`src/rtl/median_last_actor.sv`:
```
// Median selector: pops a control tuple plus up to BUFF_SIZE pixels and emits the rank-median_pos value.
// Optional pivot shortcut pass enabled by defining MEDIAN_PIVOT_SHORTCUT_EN.
module median_last_actor #(
  parameter int BUFF_SIZE     = 16,
  parameter int BUFF_SIZE_BIT = $clog2(BUFF_SIZE) + 1
) (
  input  logic                     clock,
  input  logic                     reset,
  input  logic [7:0]               in_px,
  output logic                     in_px_rd,
  input  logic                     in_px_empty,
  input  logic [7:0]               in_pivot,
  output logic                     in_pivot_rd,
  input  logic                     in_pivot_empty,
  input  logic [BUFF_SIZE_BIT-1:0] in_buff_size,
  output logic                     in_buff_size_rd,
  input  logic                     in_buff_size_empty,
  input  logic [BUFF_SIZE_BIT-1:0] in_median_pos,
  output logic                     in_median_pos_rd,
  input  logic                     in_median_pos_empty,
  input  logic [7:0]               in_second_median_value,
  output logic                     in_second_median_value_rd,
  input  logic                     in_second_median_value_empty,
  output logic [7:0]               out_median,
  output logic                     out_median_wr,
  input  logic                     out_median_full,
  output logic                     out_busy
);
  localparam int CW = BUFF_SIZE_BIT + 1;
  localparam int IW = (BUFF_SIZE > 1) ? $clog2(BUFF_SIZE) : 1;
  localparam logic [BUFF_SIZE_BIT-1:0] MAX_SIZE = BUFF_SIZE_BIT'(BUFF_SIZE);

  typedef enum logic [2:0] {IDLE, SAMPLE, LOAD, SCAN, EMIT} state_t;
  state_t state, state_nx;

  logic [7:0]    pix_buf [BUFF_SIZE];
  logic [7:0]    pivot, result, cand, jval;
  logic [CW-1:0] size, pos, cnt, i, j, lt, eq;
  logic [CW-1:0] size_in, pos_eff, lt_nx, eq_nx;
  logic          ctl_ready, pop, last_j, sel, pivot_pass, done;

  assign size_in   = CW'((in_buff_size > MAX_SIZE) ? MAX_SIZE : in_buff_size);
  assign ctl_ready = ~(in_pivot_empty | in_buff_size_empty | in_median_pos_empty |
                       in_second_median_value_empty);
  assign pop       = (state == LOAD) & ~in_px_empty & ~reset;

  // Candidate is the pivot during the shortcut pass, else buf[i]; j streams one compare per cycle.
  assign jval    = pix_buf[j[IW-1:0]];
  assign cand    = pivot_pass ? pivot : pix_buf[i[IW-1:0]];
  // Out-of-range rank clamps to size-1, which the selection rule resolves to the maximum.
  assign pos_eff = (pos >= size) ? size - CW'(1) : pos;
  assign lt_nx   = lt + CW'(jval < cand);
  assign eq_nx   = eq + CW'(jval == cand);
  assign last_j  = (j == size - CW'(1));
  assign sel     = last_j && (lt_nx <= pos_eff) && (pos_eff < lt_nx + eq_nx);
  assign done    = last_j && (sel || (!pivot_pass && i == size - CW'(1)));

  assign out_median = result;

`ifdef MEDIAN_PIVOT_SHORTCUT_EN
  always_ff @(posedge clock) begin
    if (reset)                       pivot_pass <= 1'b0;
    else if (state == SAMPLE)        pivot_pass <= 1'b1;
    else if (state == SCAN && last_j) pivot_pass <= 1'b0;
  end
`else
  assign pivot_pass = 1'b0;
`endif

  always_ff @(posedge clock) begin
    if (reset) state <= IDLE;
    else       state <= state_nx;
  end

  always_comb begin
    state_nx                  = state;
    in_px_rd                  = 1'b0;
    in_pivot_rd               = 1'b0;
    in_buff_size_rd           = 1'b0;
    in_median_pos_rd          = 1'b0;
    in_second_median_value_rd = 1'b0;
    out_median_wr             = 1'b0;
    out_busy                  = (state != IDLE);
    case (state)
      IDLE:   if (ctl_ready) state_nx = SAMPLE;
      SAMPLE: begin
        in_pivot_rd               = 1'b1;
        in_buff_size_rd           = 1'b1;
        in_median_pos_rd          = 1'b1;
        in_second_median_value_rd = 1'b1;
        state_nx = (size_in == '0) ? EMIT : LOAD;
      end
      LOAD: begin
        in_px_rd = pop;
        if (pop && (cnt + CW'(1) == size)) state_nx = SCAN;
      end
      SCAN: if (done) state_nx = EMIT;
      EMIT: begin
        out_median_wr = ~out_median_full;
        if (!out_median_full) state_nx = IDLE;
      end
      default: state_nx = IDLE;
    endcase
    if (reset) begin
      in_pivot_rd               = 1'b0;
      in_buff_size_rd           = 1'b0;
      in_median_pos_rd          = 1'b0;
      in_second_median_value_rd = 1'b0;
      out_median_wr             = 1'b0;
      out_busy                  = 1'b0;
    end
  end

  // Buffer is intentionally not reset; stale contents are never read before reload.
  always_ff @(posedge clock) begin
    if (pop) pix_buf[cnt[IW-1:0]] <= in_px;
  end

  always_ff @(posedge clock) begin
    if (reset) begin
      cnt <= '0; i <= '0; j <= '0; lt <= '0; eq <= '0;
      size <= '0; pos <= '0; pivot <= '0; result <= '0;
    end else begin
      case (state)
        SAMPLE: begin
          pivot <= in_pivot;
          size  <= size_in;
          pos   <= CW'(in_median_pos);
          cnt <= '0; i <= '0; j <= '0; lt <= '0; eq <= '0;
          if (size_in == '0) result <= in_second_median_value;
        end
        LOAD: if (pop) cnt <= cnt + CW'(1);
        SCAN: begin
          if (last_j) begin
            j <= '0; lt <= '0; eq <= '0;
            if (done)             result <= cand;
            else if (!pivot_pass) i <= i + CW'(1);
          end else begin
            j  <= j + CW'(1);
            lt <= lt_nx;
            eq <= eq_nx;
          end
        end
        default: ;
      endcase
    end
  end
endmodule
```
`config.mk`:
```
export PLATFORM = sky130hd
export DESIGN_NAME = median_last_actor
export DESIGN_NICKNAME = d
export VERILOG_FILES = /design/src/rtl/median_last_actor.sv
export SDC_FILE = /design/constraint.sdc
export NUM_CORES = 1
export LEC_CHECK = 0
export ABC_AREA = 0
export BUFFER_PORTS_ARGS = -buffer_cell sky130_fd_sc_hd__buf_4
export CORE_UTILIZATION = 50
export CTS_BUF_LIST = sky130_fd_sc_hd__clkbuf_4 sky130_fd_sc_hd__clkbuf_8
export DETAILED_ROUTE_END_ITERATION = 12
export GPL_TIMING_DRIVEN = 0
export PLACE_DENSITY_LB_ADDON = 0.05
export SYNTH_ARGS = -nofsm -noshare
export SYNTH_HDL_FRONTEND = slang
export SYNTH_SLANG_ARGS = --single-unit
export TNS_END_PERCENT = 1
```
`constraint.sdc`:
```
create_clock -name clock -period 7.3 [get_ports clock]
set_input_delay 0.365 -clock clock [delete_from_list [all_inputs] [get_ports clock]]
set_output_delay 0.365 -clock clock [all_outputs]
set_load 0.01 [all_outputs]
```
==> results of run 1 <==
-- routing by layer --
layer,wire [um],up-vias
met5,0,-
met1,10100,3177
met3,1460,34
met2,12200,222
met4,616,0
li1,-,2929
-- synthesized netlist by cell type, types with 2 or more instances --
cell type | instances | area, um^2
mux2_2 | 2 | 22.5
nor2_1 | 56 | 210
buf_4 | 4 | 30.0
a21oi_1 | 44 | 220
o21ai_0 | 16 | 80.1
xnor2_1 | 22 | 193
nor3_1 | 17 | 85.1
xor2_1 | 15 | 131
a311oi_1 | 5 | 43.8
nor3b_1 | 4 | 30.0
edfxtp_1 | 128 | 3840
inv_1 | 31 | 116
clkbuf_1 | 27 | 101
a32o_1 | 4 | 40.0
ha_1 | 38 | 475
nand3_1 | 16 | 80.1
o211ai_1 | 4 | 30.0
mux4_2 | 80 | 1800
nand2b_1 | 9 | 56.3
or4_1 | 2 | 15.0
or3_1 | 3 | 18.8
buf_1 | 10 | 37.5
a31oi_1 | 2 | 12.5
o21a_1 | 2 | 15.0
a22oi_1 | 14 | 105
nand3b_1 | 7 | 52.6
and3_1 | 9 | 56.3
dfxtp_1 | 59 | 1180
nand4_1 | 6 | 37.5
mux2i_1 | 13 | 130
nand2_1 | 41 | 154
a21o_1 | 8 | 60.1
nor2b_1 | 3 | 18.8
-- cell families after synthesis --
group                      count (synthesis)  share of synthesized area
AOI/OAI and AO/OA                        109                     0.0709
xor gates and xnor gates                  38                     0.0362
adders and majority gates                 39                     0.0510
buffers and inverters                     74                     0.0310
DFF                                      187                      0.517
muxes                                     95                      0.201
and+or+nand+nor                          181                     0.0932
-- through the flow --
stage | instances | TNS, ns | hold slack [ns]
3_3_place_gp | 1031 | -1.22 | 0.478
5_1_grt | 1065 | 0 | 0.118
2_1_floorplan | 723 | 0 | 0.451
4_1_cts | 1067 | 0 | 0.109
6_report | 1065 | 0 | 0.133
3_5_place_dp | 1035 | -1.60 | 0.475
-- sequential cells by signal, indices dropped and copies added (netlist names), named ones only --
signal,cells
size,5
pos,5
pix_buf,128
out_median,8
j,6
eq,6
i,6
lt,6
cnt,6
state,3
-- worst reg2reg max path, delay by kind of cell, from the launching register on --
family | cells | cell delay, ns
compound gates | 10 | 2.21
simple gates | 4 | 0.43
mux | 2 | 1.04
flops | 1 | 0.54
fa+ha+maj | 5 | 1.29
buf+inv | 3 | 0.67
xor+xnor | 3 | 0.64
-- worst min path at each step --
stage                                   start                   to  slack (ns)  cells past startpoint
after detailed placement  pos[3]$_SDFFE_PP0P_  pos[3]$_SDFFE_PP0P_        0.48                      2
after global placement    pos[1]$_SDFFE_PP0P_  pos[1]$_SDFFE_PP0P_        0.48                      2
after floorplan           pos[2]$_SDFFE_PP0P_  pos[2]$_SDFFE_PP0P_        0.45                      2
after global routing         in_median_pos[4]  pos[4]$_SDFFE_PP0P_        0.12                      3
after CTS                    in_median_pos[4]  pos[4]$_SDFFE_PP0P_        0.11                      3
final                        in_median_pos[1]  pos[1]$_SDFFE_PP0P_        0.13                      3
-- power groups by stage --
stage               clock (uW)  sequential, uW  combinational (uW)
finish                     696            1130                 107
global route               747            1130                 119
CTS                        708            1130                 107
detailed placement           0            1160                 107
global placement             0            1160                 103
floorplan                    0            1160                62.1
-- final cells by class --
class                   instances  area, um^2
fillers                      1563        7990
flip-flops and latches        187        5020
multi-input cells             462        4430
repair buffers                 52         405
well taps                     260         325
clock buffers                  18         241
plain buffers                  41         214
clock inverters                14         146
inverters                      31         116
-- what timing repair did --
item | CTS | global route
endpoints found under the setup margin | 11 | 8
hold buffers | 0 | 0
resized for setup | 23 | 25
==> impl_metrics.ini, run 1 <==
[status]
status = finished clean

[sta]
setup_violations = 0
maxSlewHeadroom = 0.155
fin_crit_sh = 0.943
setup_slack_ns = 0.414
rsz0062_at_grt = no
fin_skew_ns = 0.0261
fmax_mhz = 145
period_needed_ns = 6.89
maxSlewViolCount = 0
worstMarginPinSlew_ns = 1.26
finalHoldViolCount = 0

[cts]
cts_buffers = 17
cts_setup_buffers = 0
cts.sinks = 187
cts_tree = done
clock_path_buffers = 2
clkLatencyLatePin_ns = 0.48
htree_levels = 4
cts_root_buf = clkbuf_8
clk_pin_slew_ns = 0.11

[worst_setup_path]
r2r-end = out_median[4]$_SDFFE_PP0P_
worst_ep_arrival_time_ns = 7.24
r2r_slack_ns = 0.41
critPathBufInv = 3
endpoint = out_median[4]$_SDFFE_PP0P_
crit_cells = 27
worst_path_max_delay_cell = dfxtp_1
endpoint_kind = register
ff2ff_path_depth = 27
required_ns = 7.66
crit_path_max_fanout = 10
cp-start-kind = register
critical_path.max_stage_delay_ns = 0.54
critPathTopFamily = compound AO/OA/AOI/OAI gates
critPathMostFrequentCell = ha_1
critical_path_class = register to register

[min_path]
hold_class = input port to register

[global_routing]
grt_max_degree = 19
met2_usage = 0.437
grt_pass1_wl_um = 37200
grt-ovfl-total = 0
met3_usage = 0.0499
track_usage = 0.262
grt_pass1_vias = 6353
antenna_found_initial = 0
grt.busiest_layer = met2
globalRouteMet1Util = 0.341

[pwr]
swShare = 0.244
p_comb_frac = 0.055
total_power_uw = 1940
power.share.clock = 0.359
p_leak_uw = 0.00368
vdd_drop_max_uv = 121
seq_power_share = 0.585
pwr_density_cell_nw_per_um2 = 178
switchingPower_uw = 473
internal_power_uw = 1460

[placement]
pre_cts_ws_ns = -0.343
gp_congestion = 0.872
numPortBuffers = 48
hpwl_um = 17400
dpl_cell_area_um2 = 10500

[yosys]
synth_nets = 804
synthFlopType = edfxtp_1
synthCells = 723
yosys_warnings = 0
yosysUniqueCellTypes = 55
ys_seq_area_frac = 0.517
synthArstFlopShare = 0
synth-edff-count = 128
ys_seq_elements = 187
syn-cell-area_um2 = 9720
synth.avg_cell_area_um2 = 13.4

[layout]
final_common_cell = edfxtp_1
finalNetCount = 873
diodes = 0
final_cell_mix = edfxtp_1, mux4_2, dfxtp_1
area_growth_pct = 12.1
finish.instance_area_um2 = 10900
utilization = 0.577
drive_gt1_frac = 0.241

[routing]
dr_total_vias = 6362
drtPass1Iterations = 7
drt_iter0_drc = 620
avgRoutedWirePerCell_um = 22.9
finalWirelength_um = 24400
drtAntennaViolNets = 0
drc = 0
via_per_inst = 5.97

[floorplan]
core_um2 = 18900
ioPinCount = 57
die_h_um = 141
row_count = 50
die_x_um = 141
die-area_um2 = 20000
initial_core_util = 0.515

[flow_run]
cap_violations = 0
No activity file was read; power rests on OpenSTA's default activity.
==> inputs of run 2 (changes only) <==
CORE_UTILIZATION = 55   (was 50)
==> run 2 against run 1 <==
Against the previous run: die area is 9.0% lower; clock skew down 0.011 ns; worst hold slack is essentially flat; sequential cell count stayed put; largest power group unchanged; via count increased by 1.5%; combinational power barely moved; first-iteration DRC count shrank 4.8%; largest cell class unchanged; critical path depth shrank 1.
==> impl_metrics.ini, run 2 (same netlist as run 1, synthesis figures left out) <==
[pwr]
total_power_uw = 1900
pwr_density_cell_nw_per_um2 = 176
p_leak_uw = 0.00366
vdd_drop_max_uv = 153

[global_routing]
grt_pass1_wl_um = 36800
antenna_found_initial = 0
grt-ovfl-total = 0
track_usage = 0.282
grt_pass1_vias = 6559
grt_max_degree = 19

[sta]
fin_crit_sh = 0.951
maxSlewHeadroom = 0.122
maxSlewViolCount = 0
period_needed_ns = 6.94
finalHoldViolCount = 0
setup_violations = 0
fmax_mhz = 144
worstMarginPinSlew_ns = 1.31
rsz0062_at_grt = no
fin_skew_ns = 0.0154

[worst_setup_path]
endpoint_kind = register
cp-start-kind = register
r2r-end = out_median[2]$_SDFFE_PP0P_
critical_path.max_stage_delay_ns = 0.66
ff2ff_path_depth = 26
r2r_slack_ns = 0.36
worst_ep_arrival_time_ns = 7.32
critical_path_class = register to register
crit_path_max_fanout = 10
worst_path_max_delay_cell = clkbuf_1
required_ns = 7.68
critPathMostFrequentCell = ha_1

[routing]
drt_iter0_drc = 590
dr_total_vias = 6456
drtPass1Iterations = 5
finalWirelength_um = 24100
drtAntennaViolNets = 0
via_per_inst = 6.27
drc = 0
avgRoutedWirePerCell_um = 23.4

[layout]
finalNetCount = 874
diodes = 0
final_cell_mix = edfxtp_1, mux4_2, dfxtp_1
multi_input_area_um2 = 4430
largest_reg_flops = 128
area_growth_pct = 11.3
final_common_cell = edfxtp_1
n_fill_cell = 1333
drive_gt1_frac = 0.236
instances_no_fill = 1030
regArea_um2 = 5020
utilization = 0.626

[cts]
cts_tree = done
cts_buffers = 17
htree_levels = 4
clk_pin_slew_ns = 0.10
hold_buffers = 0
clkLatencyLatePin_ns = 0.48
clock_path_buffers = 2
cts_root_buf = clkbuf_8
cts.sinks = 187
cts_setup_buffers = 0

[floorplan]
core_um2 = 17300
ioPinCount = 57
initial_core_util = 0.562
die_x_um = 135
row_count = 48
die-area_um2 = 18200
die_h_um = 135

[flow_run]
cap_violations = 0

[min_path]
hold_class = input port to register
hold_end = pos[3]$_SDFFE_PP0P_
hold_path.startpoint = in_median_pos[3]
holdPathStages = 3

[placement]
hpwl_um = 17300
numPortBuffers = 48
dp_cells = 1000
gp_congestion = 0.887

[status]
status = finished clean
run 2: critical path, delay by kind of cell (launching register included):
kind            cells  cell delay (ns)
compound gates     10             2.13
xor+xnor            3             0.62
fa+ha+maj           5             1.37
buf+inv             2             0.91
flops               1             0.45
mux                 2             0.91
simple gates        4             0.44
run 2: power breakdown:
group	internal, uW	switching [uW]	leakage [uW]	total [uW]
Clock	250	409	0.000189	659
Combinational	44.2	62.4	0.00184	107
Sequential	1130	2.94	0.00163	1130
Total	1420	475	0.00366	1900
run 2: worst max-delay path by stage:
| stage | endpoint | depth (start not counted) | startpoint | slack, ns |
|---|---|---|---|---|
| after CTS | out_median[2]$_SDFFE_PP0P_ | 27 | register | 0.13 |
| final | out_median[2]$_SDFFE_PP0P_ | 26 | register | 0.36 |
| after detailed placement | out_median[2]$_SDFFE_PP0P_ | 28 | register | -0.43 |
| after global routing | out_median[2]$_SDFFE_PP0P_ | 27 | register | 0.003 |
| after global placement | out_median[2]$_SDFFE_PP0P_ | 28 | register | -0.36 |
| after floorplan | out_median[2]$_SDFFE_PP0P_ | 28 | register | 1.24 |
run 2: area by class of cell:
class | count | area share
flip-flops and latches | 187 | 0.464
multi-input cells | 462 | 0.409
repair buffers | 52 | 0.0375
well taps | 225 | 0.0260
clock buffers | 17 | 0.0216
plain buffers | 42 | 0.0187
clock inverters | 14 | 0.0117
inverters | 31 | 0.0108
run 2: repair_timing:
action / CTS / global route
pin swaps: 0 / 0
setup endpoints to repair: 21 / 8
hold endpoints to repair: 0 / 0
gates resized for setup: 25 / 12
run 2: layer usage:
layer  vias up  routed length, um  track usage
met5         -                  0            0
met4         0               1120        0.142
met3        58               1450       0.0514
met2       236              12200        0.483
met1      3236               9390        0.342
li1       2926                  -            -
run 2: stage by stage:
step,worst slack (ns),TNS [ns],hold WS [ns],area (um^2)
finish,0.360,0,0.133,10800
global route,0.00260,0,0.128,10800
CTS,0.126,0,0.118,10800
detailed placement,-0.433,-3.40,0.491,10400
global placement,-0.362,-2.55,0.476,10400
floorplan,1.24,0,0.451,9720
==> inputs of run 3 (changes only) <==
CORE_MARGIN = 2   (was unset)
SLEW_MARGIN = 20   (was unset)
==> run 3 against run 2 <==
Against the previous run: sequential power is essentially flat; final cell count is the same; critical path type unchanged; core utilization grew 0.17 points; via count grew 0.93%; global-route usage shrank 0.56 points; sequential share of layout area shrank 0.12 points; largest cell class unchanged; setup slack lost 0.014 ns; count of clock-buffer cells in the layout is the same; die area grew 3.0%; non-clock buffer count shrank 1; clock power shrank 2%; highest routed layer unchanged.
==> impl_metrics.ini, run 3 (same netlist as run 1, synthesis figures left out) <==
[status]
status = finished clean

[placement]
gp_congestion = 0.864
hpwl_um = 17600
dp_cells = 1000
numPortBuffers = 48

[global_routing]
met2_usage = 0.475
met3_usage = 0.0370
antenna_found_initial = 0
grt_pass1_wl_um = 37200
track_usage = 0.276
globalRouteMet1Util = 0.350
grt_max_degree = 19
grt-ovfl-total = 0
grt.busiest_layer = met2
grt_pass1_vias = 6568

[floorplan]
initial_core_util = 0.562
die-area_um2 = 18800
core_um2 = 17300
die_h_um = 137
ioPinCount = 57
row_count = 48
die_x_um = 137

[sta]
fmax_mhz = 144
fin_skew_ns = 0.0143
finalHoldViolCount = 0
fin_crit_sh = 0.953
maxSlewViolCount = 0
rsz0062_at_grt = no
period_needed_ns = 6.95
setup_violations = 0
finalSetupTns_ns = 0
worstMarginPinSlew_ns = 1.21
maxSlewHeadroom = 0.192

[pwr]
pwr_density_cell_nw_per_um2 = 174
total_power_uw = 1890
vdd_drop_max_uv = 135
p_leak_uw = 0.00367

[routing]
drtAntennaViolNets = 0
finalWirelength_um = 24300
drt_iter0_drc = 547
dr_total_vias = 6516
via_per_inst = 6.33
drtPass1Iterations = 5
avgRoutedWirePerCell_um = 23.6
drc = 0

[layout]
finalNetCount = 873
area_growth_pct = 11.6
diodes = 0
final_common_cell = edfxtp_1
final_cell_mix = edfxtp_1, mux4_2, dfxtp_1
instances_no_fill = 1030
drive_gt1_frac = 0.246
largest_reg_flops = 128

[worst_setup_path]
worst_ep_arrival_time_ns = 7.32
critical_path_class = register to register
cp-start-kind = register
crit_path_max_fanout = 10
endpoint_kind = register
required_ns = 7.67

[cts]
cts.sinks = 187
clock_path_buffers = 2
htree_levels = 4
hold_buffers = 0
cts_tree = done
cts_setup_buffers = 0
clkLatencyLatePin_ns = 0.46
clk_pin_slew_ns = 0.09
cts_buffers = 17
cts_root_buf = clkbuf_8

[min_path]
hold_class = input port to register

[flow_run]
cap_violations = 0
run 3: timing repair:
item	4_1_cts	5_1_grt
endpoints found under the hold margin	0	0
pin swaps	0	0
gates resized for setup	23	28
cloned	0	0
endpoints found under the setup margin	21	14
run 3: layer usage:
layer,part of all wire,wire (um),vias to the layer above
met3,0.053,1290,59
met5,0,0,-
met2,0.51,12500,259
li1,-,-,2929
met1,0.39,9610,3269
met4,0.041,986,0
run 3: final timing paths:
kind,slack (ns),startpoint,endpoint,depth (start not counted)
setup reg to reg,0.35,register,out_median[4]$_SDFFE_PP0P_,26
setup / recovery,0.35,register,out_median[4]$_SDFFE_PP0P_,26
hold / removal,0.15,in_median_pos[4],pos[4]$_SDFFE_PP0P_,3
hold reg to reg,0.51,pos[2]$_SDFFE_PP0P_,pos[2]$_SDFFE_PP0P_,2
run 3: metrics by stage:
step / setup WS (ns) / area, um^2 / hold WS (ns) / util
after floorplan: 1.24 / 9720 / 0.451 / -
after global placement: -0.377 / 10400 / 0.477 / 0.599
after detailed placement: -0.553 / 10400 / 0.482 / 0.603
after CTS: 0.00149 / 10800 / 0.130 / 0.626
after global routing: 0.0239 / 10900 / 0.133 / 0.627
final: 0.346 / 10900 / 0.152 / 0.627
run 3: final cells by class:
class,instances,area [um^2]
sequential,187,5020
buffer,41,218
fill,1332,6450
tap,225,282
clock buffer,17,234
timing repair buffer,52,405
clock inverter,15,133
inverter,31,116
multi-input combinational,462,4440
run 3: power by group:
group	internal, uW	switching, uW
Combinational	44.7	63.2
Sequential	1130	2.93
Clock	249	397
Total	1420	463
run 3: critical path: stages (launching register included):
cell,delay (ns)
dfxtp_1,0.50
clkbuf_1,0.59
mux4_2,0.44
mux4_2,0.56
inv_1,0.09
ha_1,0.24
o21ai_0,0.08
nand2b_1,0.07
a21oi_1,0.15
nor2_1,0.07
a211oi_2,0.35
ha_1,0.26
ha_1,0.20
xor2_1,0.34
ha_1,0.34
a21oi_1,0.22
xnor2_1,0.16
xnor2_1,0.17
ha_1,0.29
a21o_1,0.17
a21o_1,0.18
a21oi_1,0.28
nand3_1,0.17
o211ai_4,0.35
buf_4,0.25
a21oi_1,0.08
a311oi_1,0.25
